### config.mk
export PLATFORM = sky130hd
export DESIGN_NAME = canvas_rect_filler
export DESIGN_NICKNAME = d
export VERILOG_FILES = /design/src/rtl/canvas_rect_filler.sv
export SDC_FILE = /design/constraint.sdc
export NUM_CORES = 1
export LEC_CHECK = 0
export CORE_ASPECT_RATIO = 0.75
export CORE_MARGIN = 5
export CORE_UTILIZATION = 60
export DETAILED_ROUTE_END_ITERATION = 16
export PLACE_DENSITY = 0.85
export SLEW_MARGIN = 10
export SYNTH_ARGS = -nofsm -noshare
export SYNTH_HDL_FRONTEND = slang
export SYNTH_SLANG_ARGS = --single-unit
export TNS_END_PERCENT = 30
### constraint.sdc
create_clock -name clk -period 10.1 [get_ports clk]
set_input_delay 2.02 -clock clk [delete_from_list [all_inputs] [get_ports clk]]
set_output_delay 2.02 -clock clk [all_outputs]
set_load 0.02 [all_outputs]
### src/rtl/canvas_rect_filler.sv
// Rectangle-fill write engine: one command in, one clipped pixel write per cycle in raster order.
// Optional build macro RECT_OUTLINE_EN adds cmd_outline to paint only the clipped border.
module canvas_rect_filler #(
  parameter int color_palette_bit = 2,
  parameter int width             = 100,
  parameter int height            = 100
) (
  input  logic                         clk,
  input  logic                         rst,
  input  logic                         cmd_valid,
  output logic                         cmd_ready,
  input  logic [9:0]                   cmd_x0,
  input  logic [9:0]                   cmd_y0,
  input  logic [9:0]                   cmd_x1,
  input  logic [9:0]                   cmd_y1,
  input  logic [color_palette_bit-1:0] cmd_color,
`ifdef RECT_OUTLINE_EN
  input  logic                         cmd_outline,
`endif
  output logic [9:0]                   writeX,
  output logic [9:0]                   writeY,
  output logic                         write_enable,
  output logic [color_palette_bit-1:0] write_color,
  output logic                         busy,
  output logic                         done
);

  // state | meaning
  // IDLE  | waiting for a command, cmd_ready high
  // SETUP | normalize and clip the latched corners
  // FILL  | one pixel write per cycle
  // DONE  | one-cycle done pulse
  typedef enum logic [1:0] {S_IDLE, S_SETUP, S_FILL, S_DONE} state_t;

  localparam logic [9:0] X_LAST = 10'(width - 1);
  localparam logic [9:0] Y_LAST = 10'(height - 1);

  state_t                       r_state;
  logic [9:0]                   r_x0, r_y0, r_x1, r_y1;
  logic [9:0]                   r_xmin, r_xmax, r_ymin, r_ymax;
  logic [9:0]                   r_x, r_y;
  logic [color_palette_bit-1:0] r_color;
  logic                         r_we, r_busy, r_done;
`ifdef RECT_OUTLINE_EN
  logic                         r_outline;
`endif

  logic [9:0] w_xlo, w_xhi, w_ylo, w_yhi, w_xhi_clip, w_yhi_clip;
  logic       w_empty;
  logic       w_last_col, w_last;
  logic [9:0] w_nx, w_ny;
  logic       w_next_we;

  assign w_xlo      = (r_x0 < r_x1) ? r_x0 : r_x1;
  assign w_xhi      = (r_x0 < r_x1) ? r_x1 : r_x0;
  assign w_ylo      = (r_y0 < r_y1) ? r_y0 : r_y1;
  assign w_yhi      = (r_y0 < r_y1) ? r_y1 : r_y0;
  assign w_xhi_clip = (w_xhi > X_LAST) ? X_LAST : w_xhi;
  assign w_yhi_clip = (w_yhi > Y_LAST) ? Y_LAST : w_yhi;
  assign w_empty    = (w_xlo > X_LAST) || (w_ylo > Y_LAST);

  assign w_last_col = (r_x == r_xmax);
  assign w_last     = w_last_col && (r_y == r_ymax);
  assign w_nx       = w_last_col ? r_xmin : r_x + 10'd1;
  assign w_ny       = w_last_col ? r_y + 10'd1 : r_y;

  // write strobe is registered, so it is decided for the pixel about to be presented
`ifdef RECT_OUTLINE_EN
  assign w_next_we = !r_outline || (w_nx == r_xmin) || (w_nx == r_xmax) ||
                     (w_ny == r_ymin) || (w_ny == r_ymax);
`else
  assign w_next_we = 1'b1;
`endif

  always_ff @(posedge clk or posedge rst) begin
    if (rst) begin
      r_state   <= S_IDLE;
      r_x0      <= '0;
      r_y0      <= '0;
      r_x1      <= '0;
      r_y1      <= '0;
      r_xmin    <= '0;
      r_xmax    <= '0;
      r_ymin    <= '0;
      r_ymax    <= '0;
      r_x       <= '0;
      r_y       <= '0;
      r_color   <= '0;
      r_we      <= 1'b0;
      r_busy    <= 1'b0;
      r_done    <= 1'b0;
`ifdef RECT_OUTLINE_EN
      r_outline <= 1'b0;
`endif
    end else begin
      case (r_state)
        S_IDLE: begin
          r_done <= 1'b0;
          if (cmd_valid) begin
            r_x0      <= cmd_x0;
            r_y0      <= cmd_y0;
            r_x1      <= cmd_x1;
            r_y1      <= cmd_y1;
            r_color   <= cmd_color;
`ifdef RECT_OUTLINE_EN
            r_outline <= cmd_outline;
`endif
            r_busy    <= 1'b1;
            r_state   <= S_SETUP;
          end
        end
        S_SETUP: begin
          r_xmin <= w_xlo;
          r_xmax <= w_xhi_clip;
          r_ymin <= w_ylo;
          r_ymax <= w_yhi_clip;
          if (w_empty) begin
            r_busy  <= 1'b0;
            r_done  <= 1'b1;
            r_state <= S_DONE;
          end else begin
            // the first pixel always sits on the top edge, so it is always written
            r_x     <= w_xlo;
            r_y     <= w_ylo;
            r_we    <= 1'b1;
            r_state <= S_FILL;
          end
        end
        S_FILL: begin
          if (w_last) begin
            r_we    <= 1'b0;
            r_busy  <= 1'b0;
            r_done  <= 1'b1;
            r_state <= S_DONE;
          end else begin
            r_x  <= w_nx;
            r_y  <= w_ny;
            r_we <= w_next_we;
          end
        end
        S_DONE: begin
          r_done  <= 1'b0;
          r_state <= S_IDLE;
        end
        default: r_state <= S_IDLE;
      endcase
    end
  end

  assign cmd_ready    = (r_state == S_IDLE) && !rst;
  assign writeX       = r_x;
  assign writeY       = r_y;
  assign write_enable = r_we;
  assign write_color  = r_color;
  assign busy         = r_busy;
  assign done         = r_done;

endmodule

## After elaboration in Yosys (flattened, before gate mapping)

Index checks and enable logic that the tools add are counted.

- Input bits: 45
- Word-level logic and storage cells: 76
- Bits in registers: 97
- Output and inout port bits: 26

- Magnitude comparators: 6
- Muxes and demuxes: 28
- $add $sub $neg: 2
- Eq/ne operators: 11
- Reductions and logical operators: 15

Operator list:

| kind | count |
|---|---|
| two-way mux 10 bit | 12 |
| greater-than comparator 10 x 7 -> 1 bit, second input constant | 4 |
| one-hot mux 10 bit (2 select lines) | 2 |
| adder 10 x 1 -> 10 bit, second input constant | 2 |
| equality test 10 bit | 2 |
| < comparator 10 bit | 2 |
| != test 2 bit, second input constant | 6 |
| two-way mux 1 bit | 8 |
| one-hot mux 2 bit (4 select lines) | 1 |
| AND reduction 2 bit | 4 |
| AND reduction 4 bit | 2 |
| one-hot mux 1 bit (3 select lines) | 2 |
| equality test 2 bit, second input constant | 2 |
| two-way mux 2 bit | 2 |
| AND reduction 3 bit | 1 |
| nonzero test 3 bit | 1 |
| equality test 2 x 1 -> 1 bit, second input constant | 1 |
| logical AND 1 bit | 2 |
| logical NOT 2 bit | 1 |
| one-hot mux 1 bit (2 select lines) | 1 |
| nonzero test 2 bit | 1 |
| OR reduction 2 bit | 1 |
| logical NOT 1 bit | 1 |
| logical OR 1 bit | 1 |

## Depth between registers and ports, before layout

Gate-level depths: netlist of run 1.

- Word-level depth: 6
- Mapped depth: 12
- Gate-level depth less buffers: 10

## Worst setup path after synthesis of run 1

No wires, ideal clock.

- Path type: input port to output port
- Start: input rst
- End: output cmd_ready
- Buffers on the path: 0
- Stages: 1
- Data arrival time: 2.300 ns
- Required time: 8.080 ns
- Setup slack: 5.780 ns
- Cell sequence: nor2_1

- Longest elaborated chain between the ends: 2

Ends and longest elaborated chain:

| item | RTL line | source |
|---|---|---|
| from (decl) | 9 | `input logic rst,` |
| logical NOT 1 bit | 150 | `assign cmd_ready = (r_state == S_IDLE) && !rst;` |
| logical AND 1 bit | 150 |  |
| to (decl) | 11 | `output logic cmd_ready,` |

No other way between the ends.

## Worst setup path in the final report of run 1

Ends and elaborated chain as after synthesis.

==> results of run 1 <==
==> power groups by stage <==
stage          Combinational, mW  Clock [mW]  Sequential, mW
2_1_floorplan               1.05           0           0.762
3_3_place_gp                1.38           0           0.763
3_5_place_dp                1.45           0           0.775
4_1_cts                     1.47       0.340           0.769
5_1_grt                     1.63       0.357           0.800
6_report                    1.48       0.335           0.776
==> stage by stage <==
stage | hold slack, ns | power, mW | setup WS, ns | utilization | cells
after CTS | 0.495 | 2.58 | 4.91 | 0.736 | 736
final | 0.491 | 2.59 | 4.92 | 0.736 | 736
after detailed placement | 0.481 | 2.22 | 4.91 | 0.705 | 721
after floorplan | 0.474 | 1.82 | 5.55 | - | 543
after global routing | 0.519 | 2.79 | 4.85 | 0.736 | 736
after global placement | 0.477 | 2.15 | 4.92 | 0.705 | 721
==> layout by cell type (no fill, tap or decap), types with 4 or more instances in the layout <==
cell,netlist,routed
a211oi_1,4,4
a21oi_1,50,50
a2bb2oi_1,7,7
buf_4,1,5
clkbuf_16,0,9
clkdlybuf4s50_1,0,70
dfrtp_1,97,97
ha_1,24,24
inv_1,31,30
mux2_2,47,47
mux2_4,7,7
mux2i_1,11,11
nand2_1,31,30
nand3_1,13,13
nand4_1,7,7
nor2_1,44,43
nor2b_1,6,6
nor3_1,7,7
nor4_1,4,4
o211ai_1,11,11
o21ai_0,25,25
o22a_1,4,4
o2bb2ai_1,6,6
o31ai_1,4,4
or4_1,4,4
xnor2_1,7,7
xor2_1,20,20
==> cells by family after synthesis <==
group,count (synthesis),share of synthesized area
AO/OA/AOI/OAI,139,0.172
AND/OR/NAND/NOR,131,0.119
flip-flops,97,0.433
multiplexers,68,0.139
buffers and inverters,57,0.0404
XOR/XNOR,27,0.0422
adder cells (fa/ha/maj),24,0.0536
==> area by class of cell <==
cell class,instances,area [µm²]
inverter,32,121
clock inverter,5,57.6
clock buffer,10,229
timing repair buffer,75,738
multi-input combinational,389,2950
fill,638,2400
sequential,97,2430
tap,128,160
==> Yosys cell counts, drive strengths merged, types with 13 or more instances <==
master  count
a21oi      51
ha         24
nor2       46
inv        31
dfrtp      97
o21ai      25
xor2       20
mux2       57
nand2      31
clkbuf     17
nand3      13
==> layer usage <==
layer | GRT usage | vias up
met5 | 0 | -
met4 | 0.0709 | 0
met3 | 0.0506 | 18
met2 | 0.382 | 186
met1 | 0.363 | 2194
li1 | - | 2082
==> worst max path at each step <==
stage / startpoint / endpoint / cells past startpoint
6_report: rst / cmd_ready / 3
3_5_place_dp: rst / cmd_ready / 3
4_1_cts: rst / cmd_ready / 3
5_1_grt: rst / cmd_ready / 3
2_1_floorplan: rst / busy / 1
3_3_place_gp: rst / cmd_ready / 3
==> flow_metrics.tcl, run 1 <==
set metrics [dict create \
    synth_warnings 0 \
    synthFlopType "dfrtp_1" \
    skew_ns 0.00488 \
    syn2layout_area_growth_pct 19.4 \
    p_switching_mw 1.19 \
    dr_total_vias 4480 \
    wl_per_cell_um 18.1 \
    yosysUniqueCellTypes 61 \
    period_share 0.513 \
    grt-ovfl-total 0 \
    antenna_found_initial 0 \
    first_pass_iters 5 \
    path_buf_inv 2 \
    setup_viol 0 \
    critPathLaunchType "input port" \
    top_layer "met4" \
    min_period_ns 5.18 \
    dpl_cell_area_um2 6400 \
    diodes 0 \
    cpPeakStageDelay_ns 0.61 \
    fmax_mhz 193 \
    routed_wl_um 13300 \
    cts_made_buffers 9 \
    nets 673 \
    hold-path-endpoint "done" \
    finish.instance_area_um2 6690 \
    rrSetupSlack_ns 6.41 \
    dieArea_um2 11400 \
    synth.largest_area_cell "dfrtp_1" \
    synth_nets 612 \
    synth_edf_count 0 \
    yosys.area.top_type_share 0.433 \
    tns_ns 0 \
    power_density_nw_per_um2 388 \
    min_path_type "register to register" \
    ys_ff_latch 97 \
    cts-resized-gates 0 \
    cts_buffer_depth 2 \
    dp_hpwl_um 9500 \
    die_x_um 122 \
    port_buffers 70 \
    p_sw_frac 0.458 \
    relSlewSlack 0.333 \
    path_clk_slew_ns 0.06 \
    gp_congestion 0.884 \
    cts_setup_buffers 0 \
    p_int_mw 1.41 \
    end_kind "output port" \
    netlist_top_cells_area "dfrtp_1 43%, mux2_2 9.4%, ha_1 5.4%" \
    r2r_end "writeX[8]" \
    wl_met1_um 6040 \
    cts_hold_buffers 0 \
    synth_area_per_cell_um2 10.3 \
    rsz0062_at_grt "no" \
    r2r_start "r_y0[7]" \
    path_class "input port to output port" \
    io_pins 71 \
    crit_chain "clkdlybuf4s50_1 > nor2_1 > clkdlybuf4s50_1" \
    syn-cell-area_um2 5600 \
    ctsRootBufferMaster "clkbuf_16" \
    yosysSeqAreaShare 0.433 \
    grt_pass1_vias 4503 \
    tightest_slew_ns 0.997 \
    path_common_cell "clkdlybuf4s50_1" \
    p_seq_frac 0.299 \
    dr_wl_met3_um 973 \
    min_delay_path_depth 1 \
    drive_gt1_frac 0.151 \
    vias_per_cell 6.09 \
    hold_start "done" \
    ctsHtreeMaxLevel 3 \
    hold_viol 0 \
    drc 0 \
    clock_power_share 0.129 \
    fp.coreArea_um2 9080 \
    cp.arrival_ns 3.16 \
    drv_cap 0 \
    slowest_stage "clkdlybuf4s50_1" \
    drt-initial-drc-count 470 \
    cp_data_required_time_ns 8.08 \
    grt_pass1_wl_um 22600 \
    insertion_delay_ns 0.35 \
    syn-instance-count 543 \
    ant_nets 0 \
    p_leak_nw 2.82 \
    cp_top_family "buffers and inverters" \
    grt_max_degree 75 \
    cts_tree "yes" \
    rows 30 \
    cp_max_fo 2 \
    p_comb_frac 0.572 \
    vdd_drop_max_mv 0.220 \
    synthArstFlopShare 1.00 \
    routed-wl-met2_um 6090 \
    start_util 0.617 \
    cts.sinks 97 \
    groute.usage.overall 0.250 \
    slew_viol_final 0 \
    die_h_um 93.7 \
    worst_r2r_path_depth 8 \
    status "finished, final reports clean" \
]
(Power assumes the default switching activity.)
==> run 2: changes to the inputs <==
CORE_UTILIZATION = 56   (was 60)
PLACE_DENSITY = 0.81   (was 0.85)
clock period = 4.9 ns   (was 10.1 ns; I/O delays follow)
==> run 2 against run 1 <==
Against the previous run:
- combinational power increased by 110%
- die area increased by 6.5%
- setup slack got worse by 3.8 ns
- total power increased by 110%
- utilization decreased by 4.2 points
- highest routed layer unchanged
==> flow_metrics.tcl, run 2 (synthesized netlist as in run 1, its figures left out) <==
set metrics [dict create \
    status "finished, final reports clean" \
    mostFrequentLayoutCell "dfrtp_1" \
    nets 674 \
    antenna_found_initial 0 \
    min_delay_path_depth 1 \
    start_util 0.578 \
    ctsRootBufferMaster "clkbuf_16" \
    cts.sinks 97 \
    path_clk_slew_ns 0.07 \
    cp.arrival_ns 3.97 \
    p_int_mw 2.95 \
    die_h_um 96.6 \
    port_buffers 70 \
    vias_per_cell 6.09 \
    rsz0062_at_grt "no" \
    setup_viol 0 \
    instances_no_fill 742 \
    vdd_drop_max_mv 0.391 \
    dr_total_vias 4519 \
    cts_setup_buffers 0 \
    min_path_type "register to register" \
    ctsHtreeMaxLevel 3 \
    tightest_slew_ns 1.15 \
    fmax_mhz 268 \
    dieArea_um2 12100 \
    cts_made_buffers 9 \
    drt-initial-drc-count 512 \
    p_leak_nw 2.84 \
    hold_viol 0 \
    grt_pass1_vias 4433 \
    cts-resized-gates 0 \
    drv_cap 0 \
    dp_hpwl_um 10000 \
    clock_power_share 0.137 \
    routed_wl_um 13700 \
    utilization 0.694 \
    period_share 0.763 \
    cts_tree "yes" \
    rows 31 \
    path_class "register to register" \
    first_pass_iters 6 \
    cts_hold_buffers 0 \
    finish.instance_area_um2 6730 \
    layout_common_cells "97 x dfrtp_1, 70 x clkdlybuf4s50_1, 50 x a21oi_1" \
    syn2layout_area_growth_pct 20.1 \
    io_pins 71 \
    grt_max_degree 72 \
    wl_per_cell_um 18.4 \
    cpPeakStageDelay_ns 0.64 \
    cp_data_required_time_ns 5.13 \
    fp.coreArea_um2 9700 \
    power_density_nw_per_um2 808 \
    diodes 0 \
    cp_top_family "compound AO/OA/AOI/OAI gates" \
    min_period_ns 3.74 \
    p_sw_frac 0.456 \
    grt_pass1_wl_um 22700 \
    p_seq_frac 0.295 \
    cp.depth 9 \
    path_buf_inv 1 \
    p_comb_frac 0.568 \
    drive_gt1_frac 0.152 \
    cts_buffer_depth 2 \
    drc 0 \
    end_kind "register" \
    dpl_cell_area_um2 6410 \
    critPathLaunchType "register" \
    relSlewSlack 0.234 \
    slowest_stage "a21oi_2" \
    crit_chain "inv_1 > ha_1 > a41oi_1 > o31ai_2 > nor2_2 > a2111oi_4 > nand4_4 > a21oi_2 > mux2_2" \
    grt-ovfl-total 0 \
    cp_max_fo 30 \
    tns_ns 0 \
    ant_nets 0 \
    skew_ns 0.00554 \
    die_x_um 125 \
    slew_viol_final 0 \
    groute.usage.overall 0.229 \
    p_switching_mw 2.48 \
    worst_r2r_path_depth 9 \
    gp_congestion 0.976 \
    insertion_delay_ns 0.35 \
    dp_cells 726 \
]
## run 2: cell types whose count changed in the layout (fill, tap and decap cells not counted)
cell | before | now
buf_4 | 5 | 6
bufinv_16 | 1 | 2
inv_4 | 0 | 1
clkinv_2 | 2 | 1
clkbuf_1 | 1 | 2
clkinvlp_4 | 3 | 2
## run 2: path summary, 6_finish.rpt
kind | startpoint | end | slack, ns
max in group asynchronous | rst | r_x1[1] | 2.80
min in group asynchronous | rst | r_state[0] | 1.21
worst max register to register | r_y1[4] | writeX[8] | 1.16
worst min register to register | done | done | 0.50
worst max-delay path | r_y1[4] | writeX[8] | 1.16
worst min-delay path | done | done | 0.50
## run 2: power groups by stage
stage	registers [mW]	clock network, mW	logic, mW
6_report	1.60	0.746	3.08
5_1_grt	1.65	0.797	3.34
4_1_cts	1.59	0.753	3.05
3_5_place_dp	1.60	0	3.01
3_3_place_gp	1.56	0	2.89
2_1_floorplan	1.57	0	2.17
## run 2: area by class of cell
| class | instances | area (µm²) |
|---|---|---|
| clock buffer | 11 | 233 |
| timing repair buffer | 76 | 746 |
| fill | 721 | 2970 |
| sequential | 97 | 2430 |
| multi-input combinational | 389 | 2950 |
| tap | 132 | 165 |
| inverter | 32 | 123 |
| clock inverter | 5 | 80.1 |
## run 2: metrics by stage
step | hold WS [ns] | setup WS, ns | power [mW]
after global routing | 0.527 | 0.980 | 5.80
after floorplan | 0.474 | 1.39 | 3.75
after detailed placement | 0.491 | 1.24 | 4.61
final | 0.499 | 1.16 | 5.43
after CTS | 0.505 | 1.22 | 5.39
after global placement | 0.481 | 1.37 | 4.45
## run 2: per-layer routing
layer,track usage,part of all wire,wire (µm)
met1,0.330,0.46,6280
met2,0.338,0.44,6050
met3,0.0512,0.076,1040
met4,0.0850,0.021,290
met5,0,0,0
